===== src/rtl/tmds_pkg.sv =====
// rtl/tmds_pkg.sv - shared mode encodings, fixed TMDS code words and TERC4 table
package tmds_pkg;

    typedef enum logic [1:0] {
        MODE_CTRL   = 2'b00,
        MODE_VIDEO  = 2'b01,
        MODE_ISLAND = 2'b10,
        MODE_GUARD  = 2'b11
    } tmds_mode_e;

    localparam int DEFAULT_CNT_W = 5;

    // Indexed by the two control bits {c1,c0}
    localparam logic [3:0][9:0] CTRL_CODE = {
        10'b1010101011,
        10'b0101010100,
        10'b0010101011,
        10'b1101010100
    };

    // Already bit-reversed so that bit 0 is the first bit on the wire
    localparam logic [15:0][9:0] TERC4_TABLE = {
        10'b1100001101, 10'b1100011010, 10'b1000111001, 10'b0111000101,
        10'b0110001101, 10'b0011100110, 10'b1001110010, 10'b0011001101,
        10'b0011110010, 10'b0111000110, 10'b0111100010, 10'b1000111010,
        10'b0100011101, 10'b0010011101, 10'b1100011001, 10'b0011100101
    };

    localparam logic [9:0] GUARD_VID_EVEN = 10'b0011001101;
    localparam logic [9:0] GUARD_VID_ODD  = 10'b1100110010;
    localparam logic [9:0] GUARD_ISL      = 10'b1100110010;

    function automatic logic [9:0] terc4_code(input logic [3:0] nib);
        return TERC4_TABLE[nib];
    endfunction

endpackage


===== src/rtl/tmds_encoder_mc_if.sv =====
// rtl/tmds_encoder_mc_if.sv - pixel-side bus between scheduler and multi-lane TMDS encoder
interface tmds_encoder_mc_if #(
    parameter int NUM_CH = 3
);
    logic [1:0]             i_mode;
    logic                   i_guard_sel;
    logic [NUM_CH*8-1:0]    i_data;
    logic [NUM_CH*2-1:0]    i_ctrl;
    logic [NUM_CH*4-1:0]    i_terc4;
    logic [NUM_CH*10-1:0]   o_tmds;

    modport master (
        output i_mode, i_guard_sel, i_data, i_ctrl, i_terc4,
        input  o_tmds
    );

    modport slave (
        input  i_mode, i_guard_sel, i_data, i_ctrl, i_terc4,
        output o_tmds
    );
endinterface


===== src/rtl/tmds_lane_enc.sv =====
// rtl/tmds_lane_enc.sv - one TMDS lane: 2-stage encoder with private running disparity (TMDS_DISP_MON_EN adds range flag)
module tmds_lane_enc
    import tmds_pkg::*;
#(
    parameter int CNT_W    = DEFAULT_CNT_W,
    parameter bit ODD_LANE = 1'b0
) (
    input  logic        clk_i,
    input  logic        rst_i,
    input  tmds_mode_e  mode_i,
    input  logic        guard_sel_i,
    input  logic [7:0]  data_i,
    input  logic [1:0]  ctrl_i,
    input  logic [3:0]  terc4_i,
    output logic [9:0]  tmds_o
`ifdef TMDS_DISP_MON_EN
    ,
    output logic        cnt_oor_o
`endif
);

    localparam logic signed [CNT_W-1:0] ZERO  = '0;
    localparam logic signed [CNT_W-1:0] TWO   = CNT_W'(2);
    localparam logic signed [CNT_W-1:0] EIGHT = CNT_W'(8);

    logic [3:0] ones_s1;
    logic       use_xnor;
    logic [8:0] qm_d;

    tmds_mode_e mode_q;
    logic       gsel_q;
    logic [8:0] qm_q;
    logic [1:0] ctrl_q;
    logic [3:0] terc4_q;

    logic [3:0]              n1;
    logic                    q8;
    logic signed [CNT_W-1:0] diff;
    logic signed [CNT_W-1:0] cnt_q, cnt_d;
    logic [9:0]              tmds_q, tmds_d;

    // Transition-minimising stage
    always_comb begin
        ones_s1 = '0;
        for (int i = 0; i < 8; i++) ones_s1 = ones_s1 + 4'(data_i[i]);
        use_xnor = (ones_s1 > 4'd4) || (ones_s1 == 4'd4 && !data_i[0]);
        qm_d[0]  = data_i[0];
        for (int i = 1; i < 8; i++)
            qm_d[i] = use_xnor ? ~(qm_d[i-1] ^ data_i[i]) : (qm_d[i-1] ^ data_i[i]);
        qm_d[8] = ~use_xnor;
    end

    always_ff @(posedge clk_i) begin
        if (rst_i) begin
            mode_q  <= MODE_CTRL;
            gsel_q  <= 1'b0;
            qm_q    <= '0;
            ctrl_q  <= '0;
            terc4_q <= '0;
        end else begin
            mode_q  <= mode_i;
            gsel_q  <= guard_sel_i;
            qm_q    <= qm_d;
            ctrl_q  <= ctrl_i;
            terc4_q <= terc4_i;
        end
    end

    // DC-balancing stage; every non-video symbol restarts disparity at zero
    always_comb begin
        n1 = '0;
        for (int i = 0; i < 8; i++) n1 = n1 + 4'(qm_q[i]);
        q8     = qm_q[8];
        diff   = $signed(CNT_W'({n1, 1'b0})) - EIGHT;
        tmds_d = CTRL_CODE[ctrl_q];
        cnt_d  = ZERO;
        case (mode_q)
            MODE_VIDEO: begin
                if (cnt_q == ZERO || n1 == 4'd4) begin
                    tmds_d = {~q8, q8, q8 ? qm_q[7:0] : ~qm_q[7:0]};
                    cnt_d  = q8 ? cnt_q + diff : cnt_q - diff;
                end else if ((cnt_q > ZERO && n1 > 4'd4) || (cnt_q < ZERO && n1 < 4'd4)) begin
                    tmds_d = {1'b1, q8, ~qm_q[7:0]};
                    cnt_d  = cnt_q + (q8 ? TWO : ZERO) - diff;
                end else begin
                    tmds_d = {1'b0, q8, qm_q[7:0]};
                    cnt_d  = cnt_q + diff - (q8 ? ZERO : TWO);
                end
            end
            MODE_ISLAND: tmds_d = terc4_code(terc4_q);
            MODE_GUARD:  tmds_d = gsel_q ? GUARD_ISL : (ODD_LANE ? GUARD_VID_ODD : GUARD_VID_EVEN);
            MODE_CTRL:   tmds_d = CTRL_CODE[ctrl_q];
            default:     tmds_d = CTRL_CODE[ctrl_q];
        endcase
    end

    always_ff @(posedge clk_i) begin
        if (rst_i) begin
            tmds_q <= CTRL_CODE[0];
            cnt_q  <= ZERO;
        end else begin
            tmds_q <= tmds_d;
            cnt_q  <= cnt_d;
        end
    end

    assign tmds_o = tmds_q;

`ifdef TMDS_DISP_MON_EN
    localparam logic signed [CNT_W-1:0] TEN = CNT_W'(10);
    assign cnt_oor_o = (cnt_d > TEN) || (cnt_d < -TEN);
`endif

endmodule


===== src/rtl/tmds_encoder_mc.sv =====
// rtl/tmds_encoder_mc.sv - NUM_CH-lane TMDS/TERC4/guard encoder top; TMDS_DISP_MON_EN adds sticky o_disp_err
module tmds_encoder_mc
    import tmds_pkg::*;
#(
    parameter int NUM_CH = 3,
    parameter int CNT_W  = DEFAULT_CNT_W
) (
    input  logic               i_clk,
    input  logic               i_rst,
    tmds_encoder_mc_if.slave   bus
`ifdef TMDS_DISP_MON_EN
    ,
    output logic               o_disp_err
`endif
);

    tmds_mode_e        mode;
    logic [NUM_CH-1:0] oor;

    assign mode = tmds_mode_e'(bus.i_mode);

    for (genvar n = 0; n < NUM_CH; n++) begin : g_lane
        tmds_mode_e lane_mode;

        // Lane 0 carries the TERC4 header during the island guard band
        if (n == 0) begin : g_hdr
            assign lane_mode = (mode == MODE_GUARD && bus.i_guard_sel) ? MODE_ISLAND : mode;
        end else begin : g_plain
            assign lane_mode = mode;
        end

        tmds_lane_enc #(
            .CNT_W    (CNT_W),
            .ODD_LANE (1'(n % 2))
        ) u_lane (
            .clk_i       (i_clk),
            .rst_i       (i_rst),
            .mode_i      (lane_mode),
            .guard_sel_i (bus.i_guard_sel),
            .data_i      (bus.i_data[8*n +: 8]),
            .ctrl_i      (bus.i_ctrl[2*n +: 2]),
            .terc4_i     (bus.i_terc4[4*n +: 4]),
            .tmds_o      (bus.o_tmds[10*n +: 10])
`ifdef TMDS_DISP_MON_EN
            ,
            .cnt_oor_o   (oor[n])
`endif
        );

`ifndef TMDS_DISP_MON_EN
        assign oor[n] = 1'b0;
`endif
    end

`ifdef TMDS_DISP_MON_EN
    logic err_q, err_d;

    always_comb err_d = err_q | (|oor);

    always_ff @(posedge i_clk) begin
        if (i_rst) err_q <= 1'b0;
        else       err_q <= err_d;
    end

    assign o_disp_err = err_q;
`else
    logic unused_oor;
    assign unused_oor = ^oor;
`endif

endmodule


===== src/flat_wrapper.sv =====
// flat-port wrapper written by rule: the top's interface ports become plain ports
module tmds_encoder_mc_flat import tmds_pkg::*;
#(
    parameter int NUM_CH = 3,
    parameter int CNT_W  = DEFAULT_CNT_W
)
  (i_clk, i_rst, bus_i_mode, bus_i_guard_sel, bus_i_data, bus_i_ctrl, bus_i_terc4, bus_o_tmds);
  tmds_encoder_mc_if #(.NUM_CH(NUM_CH)) bus_i ();
  input  logic i_clk;
  input  logic i_rst;
  input wire logic [$bits(bus_i.i_mode)-1:0] bus_i_mode;
  input wire logic [$bits(bus_i.i_guard_sel)-1:0] bus_i_guard_sel;
  input wire logic [$bits(bus_i.i_data)-1:0] bus_i_data;
  input wire logic [$bits(bus_i.i_ctrl)-1:0] bus_i_ctrl;
  input wire logic [$bits(bus_i.i_terc4)-1:0] bus_i_terc4;
  output wire logic [$bits(bus_i.o_tmds)-1:0] bus_o_tmds;
  assign bus_i.i_mode = bus_i_mode;
  assign bus_i.i_guard_sel = bus_i_guard_sel;
  assign bus_i.i_data = bus_i_data;
  assign bus_i.i_ctrl = bus_i_ctrl;
  assign bus_i.i_terc4 = bus_i_terc4;
  assign bus_o_tmds = bus_i.o_tmds;
  tmds_encoder_mc #(.NUM_CH(NUM_CH), .CNT_W(CNT_W)) u_core (.i_clk(i_clk), .i_rst(i_rst), .bus(bus_i));
endmodule

===== config.mk =====
export PLATFORM = sky130hd
export DESIGN_NAME = tmds_encoder_mc_flat
export DESIGN_NICKNAME = d
export VERILOG_FILES = /design/src/rtl/tmds_pkg.sv /design/src/rtl/tmds_encoder_mc_if.sv /design/src/rtl/tmds_lane_enc.sv /design/src/rtl/tmds_encoder_mc.sv /design/src/flat_wrapper.sv
export SDC_FILE = /design/constraint.sdc
export NUM_CORES = 1
export LEC_CHECK = 0
export ABC_AREA = 1
export BUFFER_PORTS_ARGS = -buffer_cell sky130_fd_sc_hd__buf_2
export CAP_MARGIN = 20
export CORE_UTILIZATION = 55
export CTS_CLUSTER_SIZE = 14
export DETAILED_ROUTE_END_ITERATION = 8
export GPL_ROUTABILITY_DRIVEN = 0
export PLACE_DENSITY_LB_ADDON = 0.12
export SYNTH_ARGS = -nofsm -noshare
export SYNTH_HDL_FRONTEND = slang
export SYNTH_HIERARCHICAL = 1
export SYNTH_SLANG_ARGS = --single-unit

===== constraint.sdc =====
create_clock -name i_clk -period 5.3 [get_ports i_clk]
set_input_delay 0.265 -clock i_clk [delete_from_list [all_inputs] [get_ports i_clk]]
set_output_delay 0.265 -clock i_clk [all_outputs]
set_load 0.1 [all_outputs]

==> metrics <==
Post-Synth Adder-Cell Area 0.2068; ys async rst share 0; crit end category register; Core ar. 15,150 um^2; CTS max path bufs 2; Fin. Hold Viols 0; Setup Total Neg Slack 0 ns; Seq/Total Area, Yosys 0.2664; most frequently used flop master after synthesis dfxtp_1; RSZ-0062 raised after global routing false; most common cell after layout, fill and taps aside inv_1; commonest non-fill, non-tap cells in the layout inv_1, nand2_1, dfxtp_1, nand3_1, nor2_1; Hold Path Class primary input to register; CTS tree done; Crit Path Class register to register; PwrDens ~580 nW/um^2; final routed DRC violation total 0; Clk pin slew, worst setup/hold paths approximately 0.060 ns; Avg Cell Area, Syn between 7 and 8 um^2; layout cells sized above 1 0.1618; post-synth top area share 0.2664; Layout Nets around 1,400; Die X around 130 um; # port buffers 76; Peak VDD IR between 0.3 and 0.4 mV; sink of the worst hold path u_core/g_lane[0].u_lane/ctrl_q[1]$_SDFF_PP0_; Synth Area in Compound Gates 0.1067; initial antenna violation count 0; n_diodes 0; initial DRC count 360; largest family of logic cells by synthesized area simple AND/OR/NAND/NOR gates; CTS Hold Buffers Added 0; H-tree depth 4; Avg WL per Cell between 10 and 15 um; Root Driver clkbuf_16; Clock Skew between 0.01 and 0.015 ns; Vias/cell slightly above 5; worst skew pair latency roughly 0.41 ns; r2r endpoint u_core/g_lane[1].u_lane/cnt_q[4]$_SDFF_PP0_; static leakage about 5 nW; status finished clean; final setup fails 0; Pre-Repair DR Iteration Count 5; crit path time final 4.381 ns; largest net degree at the start of global routing 29; Starting Density 0.5608; fin crit share 0.8265; Synth area leaders dfxtp_1, ha_1, inv_1; CP max FO 5; Post-CTS Resized 0; R2R depth 17; yosys warns 6; Clock Sinks roughly 110; worst slew pin tran around 0.65 ns; number of synthesized flops with an enable pin 0; chip height between 100 and 150 um; global route overflow 0; worst r2r src u_core/g_lane[1].u_lane/qm_q[0]$_SDFF_PP0_; routed wire length between 15,000 and 20,000 um; Antenna Violating Nets Remaining 0; Yosys cell types 50; reg-to-reg setup timing slack 0.92 ns; Max Fclk ~230 MHz; Mapped Nets 1,319; min-delay src bus_i_ctrl[1]; Yosys reg bits 113; simple-gate portion of the synthesized area 0.2790; fin util 0.6371; Hold Crit Depth 3; Max-slew headroom 0.5697; CP required roughly 5.6 ns; Synth Area in XOR/XNOR 0.02549; Critical Path Start Type register; routed vias 7,332; Critical Path AT around 4.7 ns; # rows between 40 and 50; mux cell area share after synthesis 0.001326; Max Cap Viol 0; Syn Std Cell Area about 8500 um^2; cell taking the most area after synthesis dfxtp_1; first-pass GRT wire length ~31,000 um; die area between 15,000 and 20,000 um^2; Layout area overhead 13.61%; Post-CTS Setup Bufs 0; Cells after Synth roughly 1,200; I/O pins 77; hpwl dp 14,220 um; vias in the first global route 6,851; power after layout ~5.6 mW; CTS buffer count 17; Global Route Usage Sum 0.2385; final slew viol count 0
-- cell type report --
type / count / area, um^2
Clock buffer: 17 / 425.4
Clock inverter: 15 / 160.2
Fill cell: 1394 / 5497
Inverter: 244 / 918.4
Multi-Input combinational cell: 789 / 5260
Sequential cell: 113 / 2262
Tap cell: 188 / 235.2
Timing Repair Buffer: 77 / 387.9
-- per-layer routing --
layer	GRT usage	up-vias	part of all wire
li1	-	3794	-
met1	0.3055	3308	0.46
met2	0.4027	198	0.47
met3	0.04333	32	0.041
met4	0.08363	0	0.019
met5	0	-	0
-- how the worst max path moves through the flow --
stage | end | start | slack [ns]
after global routing | u_core/g_lane[1].u_lane/cnt_q[4]$_SDFF_PP0_ | u_core/g_lane[1].u_lane/qm_q[0]$_SDFF_PP0_ | 0.54
final | u_core/g_lane[1].u_lane/cnt_q[4]$_SDFF_PP0_ | u_core/g_lane[1].u_lane/qm_q[0]$_SDFF_PP0_ | 0.92
after global placement | u_core/g_lane[1].u_lane/cnt_q[4]$_SDFF_PP0_ | u_core/g_lane[1].u_lane/qm_q[0]$_SDFF_PP0_ | 1.05
after floorplan | u_core/g_lane[0].u_lane/cnt_q[4]$_SDFF_PP0_ | u_core/g_lane[0].u_lane/qm_q[0]$_SDFF_PP0_ | 1.31
after CTS | u_core/g_lane[1].u_lane/cnt_q[4]$_SDFF_PP0_ | u_core/g_lane[1].u_lane/qm_q[0]$_SDFF_PP0_ | 0.93
after detailed placement | u_core/g_lane[1].u_lane/cnt_q[4]$_SDFF_PP0_ | u_core/g_lane[1].u_lane/qm_q[0]$_SDFF_PP0_ | 0.96
-- power by group --
part / switching, mW / leakage [nW] / internal [mW]
registers: 0.0808 / 0.941 / 0.970
clock network: 0.417 / 0.284 / 0.696
logic: 2.15 / 3.81 / 1.28
total: 2.65 / 5.04 / 2.95
-- stage by stage --
| stage | setup slack (ns) | hold WS [ns] | cell area (um^2) | cells |
|---|---|---|---|---|
| after floorplan | 1.309 | 0.3544 | 8493 | 1155 |
| after global placement | 1.054 | 0.4390 | 9064 | 1411 |
| after detailed placement | 0.9619 | 0.4391 | 9064 | 1411 |
| after CTS | 0.9310 | 0.05578 | 9649 | 1443 |
| after global routing | 0.5442 | 0.06281 | 9649 | 1443 |
| final | 0.9194 | 0.06455 | 9649 | 1443 |
-- synth_stat cells (2+ instances only) --
master and n:
o21ai_1 10, a21oi_1 54, nor2_4 6, nand3b_1 8, nand2_4 9, or2_0 4
clkinv_1 4, ha_1 78, inv_2 18, or2_1 4, o221ai_1 3, nor3_1 3
nand2_2 22, buf_2 3, dfxtp_1 113, nand4_1 2, o211ai_1 11, nand3_1 96
or2_2 5, nand3_2 15, buf_6 2, xnor2_2 2, a31oi_1 5, nor2_1 88
a32oi_1 2, nor2_2 5, nand2_1 217, a211oi_1 5, fa_1 39, inv_1 221
xnor2_1 12, o21ai_0 57, nand3_4 2, clkbuf_1 4, o21ai_2 3, xor2_1 9
-- critical path: stages (launching register included) --
cell	delay, ns
dfxtp_1	0.33
fa_1	0.54
inv_1	0.05
fa_1	0.45
fa_1	0.49
inv_1	0.04
ha_1	0.19
fa_1	0.40
xnor2_1	0.41
inv_1	0.13
ha_1	0.41
xor2_1	0.32
nor2_1	0.11
nand3b_1	0.17
nand3_1	0.07
nand2_1	0.05
nand2_1	0.05
a21oi_1	0.05
-- logic make-up (layout without fill, tap and decap cells) --
logic type | Yosys count | in the layout
and+or+nand+nor | 490 | 490
buffers and inverters | 253 | 353
AOI/OAI and AO/OA | 158 | 158
adders and majority gates | 117 | 117
DFF | 113 | 113
xor gates and xnor gates | 23 | 23
muxes | 1 | 1
Note: power is estimated with default switching activity, not from simulation.
